File: src/rtl/cla_acc_sat.sv
// -----------------------------------------------------------------------------
// cla_acc_sat -- signed carry-lookahead adder/accumulator with overflow flags
//
// Adds two signed WIDTH-bit operands (mode=0: a+b) or accumulates
// (mode=1: acc+a, with the result written back to acc). The adder is built
// from WIDTH/GRP lookahead groups. The result is held in a one-deep output
// register with a valid/ready handshake and full throughput.
//
// Build option: define CLA_ACC_SAT_EN to clamp sum (and the acc write-back)
// to the signed range on overflow/underflow. Without it the result wraps.
//
// Parameters
//   WIDTH      signed operand/result width (4..64)
//   GRP        lookahead group size, must divide WIDTH
// Ports
//   clk        rising-edge clock
//   rst_n      asynchronous active-low reset
//   in_valid   operand beat present
//   in_ready   block can accept a beat (low while in reset)
//   a, b       signed operands (b ignored when mode=1)
//   mode       0: a+b, 1: acc+a with write-back to acc
//   acc_clr    synchronous accumulator clear
//   out_valid  result register holds an unconsumed result
//   out_ready  consumer accepts the result
//   sum        signed result
//   ovf, uvf   per-result overflow / underflow flags aligned with sum
//   ovf_sticky, uvf_sticky  latched flags
//   sticky_clr clears both sticky flags (a coincident set wins)
// -----------------------------------------------------------------------------
module cla_acc_sat #(
    parameter int WIDTH = 8,
    parameter int GRP   = 4
) (
    input  logic             clk,
    input  logic             rst_n,
    input  logic             in_valid,
    output logic             in_ready,
    input  logic [WIDTH-1:0] a,
    input  logic [WIDTH-1:0] b,
    input  logic             mode,
    input  logic             acc_clr,
    output logic             out_valid,
    input  logic             out_ready,
    output logic [WIDTH-1:0] sum,
    output logic             ovf,
    output logic             uvf,
    output logic             ovf_sticky,
    output logic             uvf_sticky,
    input  logic             sticky_clr
);

    localparam int NG = WIDTH / GRP;

    generate
        if ((WIDTH < 4) || (WIDTH > 64) || ((WIDTH % GRP) != 0)) begin : g_param_check
            $error("cla_acc_sat: WIDTH must be 4..64 and divisible by GRP");
        end
    endgenerate

    logic [WIDTH-1:0] acc_r;
    logic [WIDTH-1:0] sum_r;
    logic             out_valid_r;
    logic             ovf_r;
    logic             uvf_r;
    logic             ovf_sticky_r;
    logic             uvf_sticky_r;

    logic [WIDTH-1:0] op_a_s;
    logic [WIDTH-1:0] op_b_s;
    logic [WIDTH-1:0] raw_s;
    logic [WIDTH-1:0] res_s;
    logic             ovf_s;
    logic             uvf_s;
    logic             accept_s;

    // Handshake: the output register can take a new result when empty or draining.
    always_comb begin
        in_ready = rst_n & (~out_valid_r | out_ready);
        accept_s = in_valid & in_ready;
    end

    // Operand selection; a clear coinciding with an accumulate beat adds to zero.
    always_comb begin
        op_a_s = a;
        op_b_s = b;
        if (mode) begin
            if (acc_clr) begin
                op_a_s = {WIDTH{1'b0}};
            end else begin
                op_a_s = acc_r;
            end
            op_b_s = a;
        end else begin
            op_a_s = a;
            op_b_s = b;
        end
    end

    // Carry-lookahead adder: group G/P terms, lookahead across groups, then
    // lookahead inside each group from that group's carry-in.
    always_comb begin : cla_add
        logic [WIDTH-1:0] g_v;
        logic [WIDTH-1:0] p_v;
        logic [WIDTH-1:0] c_v;
        logic [NG-1:0]    gg_v;
        logic [NG-1:0]    gp_v;
        logic [NG-1:0]    gc_v;
        logic             t_v;
        logic             cy_v;

        g_v  = op_a_s & op_b_s;
        p_v  = op_a_s ^ op_b_s;
        c_v  = {WIDTH{1'b0}};
        gg_v = {NG{1'b0}};
        gp_v = {NG{1'b1}};
        gc_v = {NG{1'b0}};
        t_v  = 1'b0;
        cy_v = 1'b0;

        for (int k = 0; k < NG; k++) begin
            for (int j = 0; j < GRP; j++) begin
                gg_v[k] = g_v[k*GRP+j] | (p_v[k*GRP+j] & gg_v[k]);
                gp_v[k] = gp_v[k] & p_v[k*GRP+j];
            end
        end

        // Carry into group k: OR over earlier groups m of G[m] & P[m+1..k-1].
        for (int k = 1; k < NG; k++) begin
            cy_v = 1'b0;
            for (int m = 0; m < k; m++) begin
                t_v = gg_v[m];
                for (int n = m + 1; n < k; n++) begin
                    t_v = t_v & gp_v[n];
                end
                cy_v = cy_v | t_v;
            end
            gc_v[k] = cy_v;
        end

        // Carry into bit j of group k, expanded from the group carry-in.
        for (int k = 0; k < NG; k++) begin
            for (int j = 0; j < GRP; j++) begin
                cy_v = gc_v[k];
                for (int n = 0; n < j; n++) begin
                    cy_v = cy_v & p_v[k*GRP+n];
                end
                for (int m = 0; m < j; m++) begin
                    t_v = g_v[k*GRP+m];
                    for (int n = m + 1; n < j; n++) begin
                        t_v = t_v & p_v[k*GRP+n];
                    end
                    cy_v = cy_v | t_v;
                end
                c_v[k*GRP+j] = cy_v;
            end
        end

        raw_s = p_v ^ c_v;
    end

    // Signed overflow detection from operand and raw-result sign bits.
    always_comb begin
        ovf_s = ~op_a_s[WIDTH-1] & ~op_b_s[WIDTH-1] &  raw_s[WIDTH-1];
        uvf_s =  op_a_s[WIDTH-1] &  op_b_s[WIDTH-1] & ~raw_s[WIDTH-1];
    end

`ifdef CLA_ACC_SAT_EN
    localparam logic [WIDTH-1:0] SAT_MAX = {1'b0, {(WIDTH-1){1'b1}}};
    localparam logic [WIDTH-1:0] SAT_MIN = {1'b1, {(WIDTH-1){1'b0}}};

    // Clamp the result to the signed range on overflow/underflow.
    always_comb begin
        res_s = raw_s;
        if (ovf_s) begin
            res_s = SAT_MAX;
        end else if (uvf_s) begin
            res_s = SAT_MIN;
        end else begin
            res_s = raw_s;
        end
    end
`else
    // Two's-complement wrapped result.
    always_comb begin
        res_s = raw_s;
    end
`endif

    // Output register: load on accept, drop valid once consumed.
    always_ff @(posedge clk or negedge rst_n) begin
        if (!rst_n) begin
            out_valid_r <= 1'b0;
            sum_r       <= {WIDTH{1'b0}};
            ovf_r       <= 1'b0;
            uvf_r       <= 1'b0;
        end else if (accept_s) begin
            out_valid_r <= 1'b1;
            sum_r       <= res_s;
            ovf_r       <= ovf_s;
            uvf_r       <= uvf_s;
        end else if (out_ready) begin
            out_valid_r <= 1'b0;
        end else begin
            out_valid_r <= out_valid_r;
        end
    end

    // Accumulator: accumulate beats write back; otherwise a clear zeroes it.
    always_ff @(posedge clk or negedge rst_n) begin
        if (!rst_n) begin
            acc_r <= {WIDTH{1'b0}};
        end else if (accept_s && mode) begin
            acc_r <= res_s;
        end else if (acc_clr) begin
            acc_r <= {WIDTH{1'b0}};
        end else begin
            acc_r <= acc_r;
        end
    end

    // Sticky flags: a set on an accepted beat beats a simultaneous clear.
    always_ff @(posedge clk or negedge rst_n) begin
        if (!rst_n) begin
            ovf_sticky_r <= 1'b0;
            uvf_sticky_r <= 1'b0;
        end else begin
            if (accept_s && ovf_s) begin
                ovf_sticky_r <= 1'b1;
            end else if (sticky_clr) begin
                ovf_sticky_r <= 1'b0;
            end else begin
                ovf_sticky_r <= ovf_sticky_r;
            end
            if (accept_s && uvf_s) begin
                uvf_sticky_r <= 1'b1;
            end else if (sticky_clr) begin
                uvf_sticky_r <= 1'b0;
            end else begin
                uvf_sticky_r <= uvf_sticky_r;
            end
        end
    end

    assign out_valid  = out_valid_r;
    assign sum        = sum_r;
    assign ovf        = ovf_r;
    assign uvf        = uvf_r;
    assign ovf_sticky = ovf_sticky_r;
    assign uvf_sticky = uvf_sticky_r;

endmodule

File: config.mk
export PLATFORM = sky130hd
export DESIGN_NAME = cla_acc_sat
export DESIGN_NICKNAME = d
export VERILOG_FILES = /design/src/rtl/cla_acc_sat.sv
export SDC_FILE = /design/constraint.sdc
export NUM_CORES = 1
export LEC_CHECK = 0
export BUFFER_PORTS_ARGS = -buffer_cell sky130_fd_sc_hd__clkbuf_2
export CAP_MARGIN = 20
export CORE_ASPECT_RATIO = 1.25
export CORE_MARGIN = 4
export CORE_UTILIZATION = 45
export DETAILED_ROUTE_END_ITERATION = 8
export PLACE_DENSITY = 0.79
export SKIP_LAST_GASP = 1
export SYNTH_ARGS = -nofsm -noshare
export SYNTH_HDL_FRONTEND = slang
export SYNTH_SLANG_ARGS = --single-unit
File: constraint.sdc
create_clock -name clk -period 3.1 [get_ports clk]
set_input_delay 0.155 -clock clk [delete_from_list [all_inputs] [get_ports clk]]
set_output_delay 0.155 -clock clk [all_outputs]
set_load 0.005 [all_outputs]
==> results <==
- The number of buffers created by CTS is 3.
- The clock sink total is 21.
- The proportion of synthesized flip-flops having asynchronous set or reset is 1.000.
- With fillers left out, the area of the finished cells amounts to 1640 sq um.
- The via-per-instance ratio is approximately 5.
- The number of global-route vias before repair is 1095.
- The initial core utilization is 0.4710.
- The routed layout has 1000 vias.
- The mean cell area of the mapped netlist is 10.77 sq um.
- 37 I/O pins were placed.
- The core box area is 2973 sq um.
- In this run the core area contains 22 standard-cell rows.
- The final clock period utilization by the worst path is 0.9042.
- The congestion estimate from routability-driven global placement came to 0.7846.
- The critical path class is flip-flop to flip-flop.
- Of the synthesized area, sequential elements account for 0.3753.
- The die covers 4073 sq um.
- The register-to-register path setup slack is 300 ps.
- When the netlist entered floorplanning its net count stood at 167.
- The slowest stage cell on the critical path is sky130_fd_sc_hd__dfrtp_1.
- The proportion of netlist area held by the largest area contributor is 0.3753.
- The worst hold path belongs to the class input port to flip-flop.
- The number of buffers inserted to repair setup after CTS is 0.
- STA classifies the critical path endpoint as a flip-flop.
- Yosys attributes the largest share of cell area to sky130_fd_sc_hd__dfrtp_1, sky130_fd_sc_hd__ha_1, sky130_fd_sc_hd__mux2i_1, sky130_fd_sc_hd__fa_1, sky130_fd_sc_hd__mux2_4.
- The highest cell delay on the worst timing path is ~380 ps.
- The clock skew after layout is 4.161 ps.
- Summed over all nets, the half-perimeter wirelength after detailed placement is 2.173 mm.
- At the later pin of the worst-skew pair, clock insertion delay measures 290 ps.
- The overall global routing resource usage is 0.1438.
- The multi-input combinational cells in the finished layout cover a total of 789.5 sq um.
- In the synthesized netlist the dominant register cell turns out to be sky130_fd_sc_hd__dfrtp_1.
- STA puts the critical path data arrival time at ~3000 ps.
- Yosys instantiated no cell more often than sky130_fd_sc_hd__dfrtp_1.
- The number of placed instances, taps included, is roughly 200.
- Clock tree synthesis selected as its root buffer the cell sky130_fd_sc_hd__clkbuf_4.
- The initial antenna violation count is 0.
- The number of buffers and inverters on the critical path is 2.
- In this run the number of H-tree levels came out at 1.
- The cell taking the most area after synthesis is sky130_fd_sc_hd__dfrtp_1.
- The number of DRC violations after detailed routing is 0.
- The gate family responsible for the most delay along the worst path is adder cells.
- The maximum fanout along the worst path is 6.
- The hold violation count in the final report is 0.
- The number of buffers between clock root and the deepest sink is 2.
- After synthesis, the netlist uses 29 different library cells.
- Compared with the post-synthesis result, the final layout area differs by 17.16%.
- The data required time at the worst endpoint is roughly 3300 ps.
- The highest attainable clock frequency is 0.3568 GHz.
- After synthesis, the most frequently instantiated cells are sky130_fd_sc_hd__dfrtp_1, sky130_fd_sc_hd__nand2_1, sky130_fd_sc_hd__inv_1.
- The synthesis warning total is 0.
- The number of pins exceeding their max-slew limit in the final report is 0.
- The quantity of gates resized following cts is 0.
- The number of flip-flops and latches in the synthesized netlist is 21.
- The post-route minimum period is 2803 ps.
- The width of the die is about 58 microns.
- In this run, the number of DRC markers left after iteration 0 of detailed routing was 43.
- The number of buffers inserted by hold repair at cts is 1.
- The endpoint with the worst hold slack is out_valid$_DFFE_PN0P_.
- After clock tree synthesis, the clock-pin slew on the worst setup and hold paths is 110 ps.
- The analysis attributes to cell leakage a power of around 0.94 nW.
- For the pin with the worst max-slew slack, the measured transition is 557.3 ps.
- Entering global routing, the biggest net connects 25 pins.
- The number of antenna diodes in the final layout is 0.
- The signal on the critical path passes through nor2b_1 > mux2_2 > ha_1 > inv_1 > fa_1 > inv_1 > fa_1 > a21o_1 > ha_1 > o211ai_1 > nand2_1 > xnor2_2 > o21ai_0.
- The power per unit of standard cell area is 421.2 nW/um^2.
- The detailed-router iteration count before antenna repair is 4.
- Across the whole layout, storage elements account for 525.5 sq um.
- STA classifies the critical path startpoint as a flip-flop.
- The worst pin sits at a relative slew slack of 0.6274.
- Yosys mapped a number of flops with a built-in enable equal to 0.
- The cell area after technology mapping is 1400 sq um.
- The start point of the worst min-delay path is out_ready.
- The number of fillers in the final layout is 271.
- The number of standard cells in the final layout excluding fillers is 204.
- The cell area after placement is approximately 1600 sq um.
- For this run, the share of the core covered by cells in the final layout is 0.5518.
- The total wirelength of the detailed-routed design is 2.595 mm.
- The number of cells on the worst reg-to-reg path is 13.
- After detailed routing, the average wire length per cell comes to 12.72 microns.
- The flow ran to the end, and the final reports show no timing, DRC or antenna violations.
- The worst-case IR drop observed on VDD is 0.2108 mV.
- In this run the tool buffered the top-level ports with 36 buffer cells.
- Setup repair after global routing left no endpoint under its margin.
- The worst hold path depth is 3.
- The global-route congestion overflow total is 0.
- Final hold analysis gives a worst-case slack of 121.8 ps.
- At the end of the flow, the number of nets in the layout was 206.
- The die is 70.37 microns tall.
- The endpoint of the lowest-slack register-to-register path is sum[7]$_DFFE_PN0P_.
- The clock tree from TritonCTS is built.
- The reg-to-reg startpoint is acc_r[0]$_DFF_PN0_.
- The accumulated negative setup slack is 0 ps.
- The share of final-layout standard cells stronger than drive strength 1 is 0.3095.
- The count of final setup violators is 0.
- Max-cap violations in this run came to 0.
- The wire length of the first global-routing pass is 4.616 mm.
- The count of antenna-violating nets left after detailed routing is 0.
- In the synthesized netlist, the number of instances is 130.
==> through the flow <==
stage | total power, W | setup WS (ps)
4_1_cts | 0.0006985 | 276.4
5_1_grt | 0.0007484 | 131.1
2_1_floorplan | 0.0004839 | 480.4
3_5_place_dp | 0.0005705 | 293.3
3_3_place_gp | 0.0005601 | 338.7
6_report | 0.0006910 | 297.0
==> cells by family (layout without fill, tap and decap cells) <==
| kind of cell | after synthesis | after routing | share of synthesized area |
|---|---|---|---|
| AO/OA/AOI/OAI | 15 | 15 | 0.06524 |
| XOR/XNOR | 4 | 4 | 0.03039 |
| adder cells (fa/ha/maj) | 14 | 14 | 0.1412 |
| buffers and inverters | 19 | 57 | 0.06077 |
| flip-flops | 21 | 21 | 0.3753 |
| multiplexers | 24 | 24 | 0.1939 |
| AND/OR/NAND/NOR | 33 | 33 | 0.1332 |
==> how the worst max path moves through the flow <==
stage	slack (ps)	from	endpoint	cells past startpoint
3_5_place_dp	290	mode	sum[7]$_DFFE_PN0P_	13
4_1_cts	280	acc_r[0]$_DFF_PN0_	sum[7]$_DFFE_PN0P_	13
3_3_place_gp	340	mode	sum[7]$_DFFE_PN0P_	13
5_1_grt	130	acc_r[0]$_DFF_PN0_	acc_r[6]$_DFF_PN0_	13
6_report	300	acc_r[0]$_DFF_PN0_	sum[7]$_DFFE_PN0P_	13
2_1_floorplan	480	mode	uvf$_DFFE_PN0P_	13
==> cell type report <==
| cell class | count | area share |
|---|---|---|
| inverter | 15 | 0.03433 |
| clock buffer | 4 | 0.01602 |
| tap | 36 | 0.02746 |
| multi-input combinational | 90 | 0.4813 |
| sequential | 21 | 0.3204 |
| timing repair buffer | 38 | 0.1205 |
==> metal layers <==
metal | GRT usage | share of wire | vias up
met5 | 0 | 0 | -
met4 | 0.04639 | 0.0081 | 0
met3 | 0.01848 | 0.057 | 2
met2 | 0.2588 | 0.50 | 28
met1 | 0.1719 | 0.44 | 467
li1 | - | - | 503
==> layout by cell type (no fill, tap or decap), drive strengths merged, types with 5 or more instances in the layout <==
cell,netlist,layout
clkbuf,0,40
nand2,17,17
nor2b,5,5
mux2,13,13
inv,15,15
ha,11,11
nand2b,7,7
o21ai,9,9
mux2i,11,11
dfrtp,21,21
==> flip-flops by register name (all words and copies together) (netlist names) <==
register and count:
acc_r 8, out_valid 1, ovf 1, ovf_sticky 1
sum 8, uvf 1, uvf_sticky 1
==> worst reg2reg max path, cell delays in order, from the launching register on <==
cell	delay, ps
sky130_fd_sc_hd__dfrtp_1	380
sky130_fd_sc_hd__nor2b_1	140
sky130_fd_sc_hd__mux2_2	270
sky130_fd_sc_hd__ha_1	220
sky130_fd_sc_hd__inv_1	90
sky130_fd_sc_hd__fa_1	180
sky130_fd_sc_hd__inv_1	50
sky130_fd_sc_hd__fa_1	350
sky130_fd_sc_hd__a21o_1	180
sky130_fd_sc_hd__ha_1	210
sky130_fd_sc_hd__o211ai_1	160
sky130_fd_sc_hd__nand2_1	100
sky130_fd_sc_hd__xnor2_2	240
sky130_fd_sc_hd__o21ai_0	110
==> power breakdown <==
group          switching, W  internal, W  total (W)
logic              0.000115     0.000110   0.000225
clock network     0.0000783    0.0000501   0.000128
registers         0.0000212     0.000317   0.000338
(Power assumes the default switching activity.)
